File: src/rtl/mmio_pkg.sv
// rtl/mmio_pkg.sv - shared types and constants for the MMIO bridge
// Contents:
//   mmio_state_t       : bridge FSM state encoding
//   LED_BASE           : base address of the LED register peripheral
//   ERR_RDATA_DEFAULT  : load data returned when an access times out
package mmio_pkg;

    typedef enum logic [1:0] {
        IDLE = 2'd0,
        BUS  = 2'd1,
        RESP = 2'd2
    } mmio_state_t;

    localparam logic [31:0] LED_BASE          = 32'h4000_0000;
    localparam logic [31:0] ERR_RDATA_DEFAULT = 32'h0000_0000;

endpackage

File: src/rtl/mmio_bridge.sv
// rtl/mmio_bridge.sv - single-outstanding CPU load/store master for the MMIO bus
// Ports:
//   clk, rst_n                      : clock, asynchronous active-low reset
//   cpu_valid_i / cpu_ready_o       : request handshake from the core data port
//   cpu_we_i, cpu_addr_i, cpu_wdata_i : request fields (1 = store)
//   cpu_done_o, cpu_err_o           : one-cycle completion pulse, timeout flag
//   cpu_rdata_o                     : load data, held until the next completion
//   write_o, read_o, addr_o, data_o : bus strobes, address and write data
//   data_i, ack_i                   : shared bus response (may float when unselected)
module mmio_bridge
    import mmio_pkg::*;
#(
    parameter int unsigned TIMEOUT_CYCLES = 16,
    parameter logic [31:0] ERR_RDATA      = ERR_RDATA_DEFAULT
) (
    input  logic        clk,
    input  logic        rst_n,
    input  logic        cpu_valid_i,
    output logic        cpu_ready_o,
    input  logic        cpu_we_i,
    input  logic [31:0] cpu_addr_i,
    input  logic [31:0] cpu_wdata_i,
    output logic        cpu_done_o,
    output logic        cpu_err_o,
    output logic [31:0] cpu_rdata_o,
    output logic        write_o,
    output logic        read_o,
    output logic [31:0] addr_o,
    output logic [31:0] data_o,
    input  logic [31:0] data_i,
    input  logic        ack_i
);

    localparam logic [7:0] CNT_LAST = 8'(TIMEOUT_CYCLES - 1);

    mmio_state_t state, state_n;
    logic [7:0]  cnt;
    logic        we_q;
    logic [31:0] addr_q;
    logic [31:0] wdata_q;
    logic        err_q;
    logic        acked;
    logic        expired;

    // A floating or unknown ack must never complete an access.
    assign acked   = (ack_i === 1'b1);
    assign expired = (cnt == CNT_LAST);

    always_ff @(posedge clk or negedge rst_n) begin
        if (!rst_n) begin
            state <= IDLE;
        end else begin
            state <= state_n;
        end
    end

    always_comb begin
        state_n = state;
        case (state)
            IDLE:    if (cpu_valid_i) state_n = BUS;
            BUS:     if (acked || expired) state_n = RESP;
            RESP:    state_n = IDLE;
            default: state_n = IDLE;
        endcase
    end

    always_ff @(posedge clk or negedge rst_n) begin
        if (!rst_n) begin
            cnt         <= 8'd0;
            we_q        <= 1'b0;
            addr_q      <= 32'd0;
            wdata_q     <= 32'd0;
            err_q       <= 1'b0;
            cpu_rdata_o <= 32'd0;
        end else begin
            case (state)
                IDLE: begin
                    if (cpu_valid_i) begin
                        we_q    <= cpu_we_i;
                        addr_q  <= cpu_addr_i;
                        wdata_q <= cpu_wdata_i;
                        cnt     <= 8'd0;
                    end
                end
                BUS: begin
                    // Ack takes priority over the final timeout cycle.
                    if (acked) begin
                        err_q <= 1'b0;
                        if (!we_q) cpu_rdata_o <= data_i;
                    end else if (expired) begin
                        err_q <= 1'b1;
                        if (!we_q) cpu_rdata_o <= ERR_RDATA;
                    end else begin
                        cnt <= cnt + 8'd1;
                    end
                end
                default: ;
            endcase
        end
    end

    // Everything the bus and CPU see is decoded from registers only, so the
    // async reset drops the strobes immediately and no input reaches the bus
    // combinationally.
    assign cpu_ready_o = (state == IDLE);
    assign cpu_done_o  = (state == RESP);
    assign cpu_err_o   = (state == RESP) && err_q;
    assign write_o     = (state == BUS) && we_q;
    assign read_o      = (state == BUS) && !we_q;
    assign addr_o      = addr_q;
    assign data_o      = wdata_q;

endmodule

File: config.mk
export PLATFORM = sky130hd
export DESIGN_NAME = mmio_bridge
export DESIGN_NICKNAME = d
export VERILOG_FILES = /design/src/rtl/mmio_pkg.sv /design/src/rtl/mmio_bridge.sv
export SDC_FILE = /design/constraint.sdc
export NUM_CORES = 1
export LEC_CHECK = 0
export ABC_CLOCK_PERIOD_IN_PS = 4630
export CORE_UTILIZATION = 44
export CTS_CLUSTER_DIAMETER = 40
export CTS_CLUSTER_SIZE = 10
export DETAILED_ROUTE_END_ITERATION = 10
export PLACE_DENSITY_LB_ADDON = 0.1
export SLEW_MARGIN = 20
export SYNTH_ARGS = -nofsm -noshare
export SYNTH_HDL_FRONTEND = slang
export SYNTH_SLANG_ARGS = --single-unit
File: constraint.sdc
create_clock -name clk -period 4.63 [get_ports clk]
set_clock_uncertainty 0.05 [all_clocks]
set_input_delay 0.926 -clock clk [delete_from_list [all_inputs] [get_ports clk]]
set_output_delay 0.926 -clock clk [all_outputs]
set_load 0.05 [all_outputs]
# After elaboration in Yosys (flattened, before gate mapping)
# Cells that the tools add are included.
# classes
n_mux	13
reduce_logical	13
addsub	1
n_eq_ne	10
# op_table
cell	n
$mux 32	4
$mux 8	3
$pmux 8 s2	1
$ne 2x2->1 const B	6
$add 8x1->8 const B	1
$eq 8x4->1 const B	1
$reduce_and 4->1	2
$reduce_and 2->1	3
$mux 2	2
$pmux 2 s2	1
$reduce_bool 2->1	2
$logic_and 1x1->1	3
$eq 2x1->1 const B	1
$eq 2x2->1 const B	1
$logic_not 2->1	1
$mux 1	2
$eqx 1x1->1 const B	1
$logic_not 1->1	1
$logic_or 1x1->1	1
# totals
word_cells	44
output_inout_bits	101
input_bits	101
reg_bits	108

# Depth between registers and ports, before layout
# depth
word_depth	4
ltp_mapped	7
depth_no_buf	6

# Worst setup path before layout
# No wires, ideal clock.
# synth_path
path_kind	register -> output
from	register state[0]
to	output port cpu_err_o
path_buffers	0
t_arrival_ns	1.649
path_stages_with_launch	3
slack_ns	2.005
t_required_ns	3.654
cell_sequence	dfrtp_1 -> nor2b_1 -> and2_1
# synth_between
elab_chain_len	2
# synth_rtl
element	line	source
start: declaration	mmio_bridge.sv:36	mmio_state_t state, state_n;
start signal: assignment	mmio_bridge.sv:53	state <= state_n;
$eq 2x2->1	--	
net cpu_done_o	mmio_bridge.sv:23	output logic cpu_done_o,
$logic_and 1x1->1	mmio_bridge.sv:107	assign cpu_err_o = (state == RESP) && err_q;
end: declaration	mmio_bridge.sv:24	output logic cpu_err_o,
# The timed path passes the listed nets, and every way through them passes these cells.

# Final worst setup path
# layout_path
from	register state[1]
to	output port read_o
# layout_between
elab_chain_len	2
# layout_rtl
element	line	source
$eq 2x1->1	mmio_bridge.sv:109	assign read_o = (state == BUS) && !we_q;
$logic_and 1x1->1	mmio_bridge.sv:109	
end: declaration	mmio_bridge.sv:27	output logic read_o,
# Every way passes these cells.

==> results.sh <==
export IMPL_setup_violations=0
export IMPL_clock_path_buffers=2
export IMPL_p_leak_nw=2.83
export IMPL_ctsResizeCount=0
export IMPL_synth_ff_latch_count=108
export IMPL_clk_latency_ns=0.36
export IMPL_gr_usage_all_layers_pct=21.3
export IMPL_synth_nets=384
export IMPL_crit_slowest_cell="clkdlybuf4s50_1"
export IMPL_via_per_inst=4.92
export IMPL_antenna_diode_count=0
export IMPL_powerDensity_mw_per_mm2=765
export IMPL_synth_cells=282
export IMPL_start_util_pct=45.7
export IMPL_drive_gt1_share_pct=19.7
export IMPL_path_cells="nand2b_1, nor2_8, clkdlybuf4s50_1"
export IMPL_grt_pass1_wl_um=16400
export IMPL_r2r_start="state[1]"
export IMPL_gp_congestion=0.752
export IMPL_drtAntennaViolNets=0
export IMPL_antenna_found_initial=0
export IMPL_clock_sinks=108
export IMPL_drt_total_wl_um=10500
export IMPL_startpoint_type="flop"
export IMPL_fin_cells=612
export IMPL_fin_util_pct=70.1
export IMPL_ff2ff_setup_slack_ns=2.54
export IMPL_cts_buffers=9
export IMPL_setup_worst_path_end_class="output pin"
export IMPL_drc=0
export IMPL_synth_cell_types=33
export IMPL_postCtsSetupRepairBufs=0
export IMPL_die_height_um=100
export IMPL_numPortBuffers=201
export IMPL_syn2layout_area_growth_pct=53.3
export IMPL_dp_hpwl_um=7580
export IMPL_root_buffer="clkbuf_8"
export IMPL_status="complete, no violations"
export IMPL_clk_pin_slew_ns=0.10
export IMPL_cts_tree="done"
export IMPL_ys_warnings_count=0
export IMPL_die_area_mm2=0.0100
export IMPL_ir_drop_v=0.000350
export IMPL_yosysSeqAreaShare_pct=63.7
export IMPL_routedWlPerCell_um=17.1
export IMPL_cp_arrival_ns=2.33
export IMPL_fill_cells=701
export IMPL_dr_total_vias=3009
export IMPL_hold_path_class="flop to flop"
export IMPL_synth_cell_area_mm2=0.00424
export IMPL_crit_buf_inv=1
export IMPL_hold_end="cpu_rdata_o[20]"
export IMPL_cts_hold_buf=0
export IMPL_h_tree_depth=3
export IMPL_dp_cells=596
export IMPL_r2r_end="cpu_rdata_o[23]"
export IMPL_ys_flop_type="dfrtp_1"
export IMPL_num_io_pins=202
export IMPL_fin_crit_ns=3.30
export IMPL_finalCritPeriodShare_pct=71.4
export IMPL_async_reset_ff_share_pct=100
export IMPL_avgSynthCellArea_um2=15.0
export IMPL_cp_required_ns=3.65
export IMPL_worstPathMaxFanout=15
export IMPL_synth_edf_count=0
export IMPL_multi_input_area_mm2=0.00142
export IMPL_overflow=0
export IMPL_path_delay_family="buffers and inverters"
export IMPL_fp_coreArea_mm2=0.00928
export IMPL_dr_pass1_iters=4
export IMPL_drv_slew=0
export IMPL_holdCritStartpoint="cpu_rdata_o[20]"
export IMPL_fin_tns_setup_ns=0
export IMPL_holdPathStages=1
export IMPL_reg2reg_depth=4
export IMPL_hold_viol_final=0
export IMPL_slew_headroom_pct=39.4
export IMPL_grt_max_degree=73
export IMPL_critPathMaxStageDelay_ns=0.88
export IMPL_rsz0062_at_grt="false"
export IMPL_die_x_um=100
export IMPL_worst_pin_slew_ns=0.909
export IMPL_path_depth=3
export IMPL_rows=35
export IMPL_seq_area_mm2=0.00270
export IMPL_drv_cap=0
export IMPL_first_iter_violations=142
export IMPL_path_class="flop to output pin"
export IMPL_grt_pass1_vias=3115
export IMPL_crit_start="state[1]"
export IMPL_max_freq_mhz=303
export IMPL_nets=580
## cells by family (layout without fill, tap and decap cells)
group           Yosys count  in the layout  share of synthesized area (%)
flops                   108            108                           63.7
mux                      66             66                           17.5
compound gates           52             52                           9.76
simple gates             36             36                           5.84
buf+inv                  19            220                           2.92
fa+ha+maj                 1              1                          0.295
## metal layers
layer  vias up  GRT usage, %  routed length [um]
met3        13          3.97                 571
met4         0          7.36                 132
li1       1403             -                   -
met5         -             0                   0
met2       102          38.1                5480
met1      1491          25.8                4270
## flip-flops by register name (all words and copies together) (netlist names)
| register | cells |
|---|---|
| err_q | 1 |
| addr_o | 32 |
| state | 2 |
| we_q | 1 |
| cnt | 8 |
| data_o | 32 |
| cpu_rdata_o | 32 |
## layout by cell type, fill, tap and decap left out, types with 2 or more instances in the layout
cell / netlist / routed
dfrtp_1: 108 / 108
nor2b_1: 2 / 2
nand3_1: 2 / 2
a21o_1: 14 / 14
mux2_2: 66 / 66
a22o_2: 3 / 3
a21oi_1: 5 / 5
buf_4: 0 / 2
o21ai_0: 3 / 3
o21a_1: 3 / 3
nand2b_1: 2 / 2
clkinv_4: 0 / 2
nor2_1: 3 / 3
clkdlybuf4s50_1: 0 / 200
and2_1: 4 / 3
clkbuf_8: 0 / 9
and3_1: 15 / 15
inv_6: 0 / 2
a22o_1: 18 / 18
## metrics by stage
step / power (mW) / worst slack [ns] / hold slack [ns] / area [um^2]
6_report: 4.98 / 1.33 / 0.434 / 6510
2_1_floorplan: 3.46 / 2.01 / 0.447 / 4240
5_1_grt: 5.20 / 1.21 / 0.459 / 6510
3_5_place_dp: 4.48 / 1.71 / 0.415 / 6320
4_1_cts: 5.03 / 1.31 / 0.439 / 6510
3_3_place_gp: 4.42 / 1.74 / 0.408 / 6320
## where the power goes
part / total [mW] / internal [mW] / switching (mW)
sequential: 1.56 / 1.34 / 0.217
combinational: 2.88 / 1.06 / 1.82
clock: 0.547 / 0.205 / 0.342
## Yosys cell counts, types with 2 or more instances
master	count	share of area (%)
buf_2	12	1.4
o21a_1	3	0.53
dfrtp_1	108	64
and2_1	4	0.59
mux2_2	66	18
a21o_1	14	2.5
nand3_1	2	0.24
buf_6	5	1.3
a22o_1	18	3.7
nand2b_1	2	0.29
a22o_2	3	0.71
nor2b_1	2	0.29
nor2_1	3	0.27
o21ai_0	3	0.35
a21oi_1	5	0.59
and3_1	15	2.2
## area by class of cell
cell class	count	share of cell area, %
clock inverters	7	0.904
flip-flops and latches	108	41.5
repair buffers	203	31.3
multi-input cells	155	21.8
inverters	1	0.0577
well taps	129	2.48
clock buffers	9	1.90
## worst max-delay path by stage
| stage | to | slack (ns) |
|---|---|---|
| 2_1_floorplan | cpu_err_o | 2.01 |
| 3_3_place_gp | read_o | 1.74 |
| 3_5_place_dp | read_o | 1.71 |
| 4_1_cts | read_o | 1.31 |
| 5_1_grt | read_o | 1.21 |
| 6_report | read_o | 1.33 |
(Power assumes the default switching activity.)
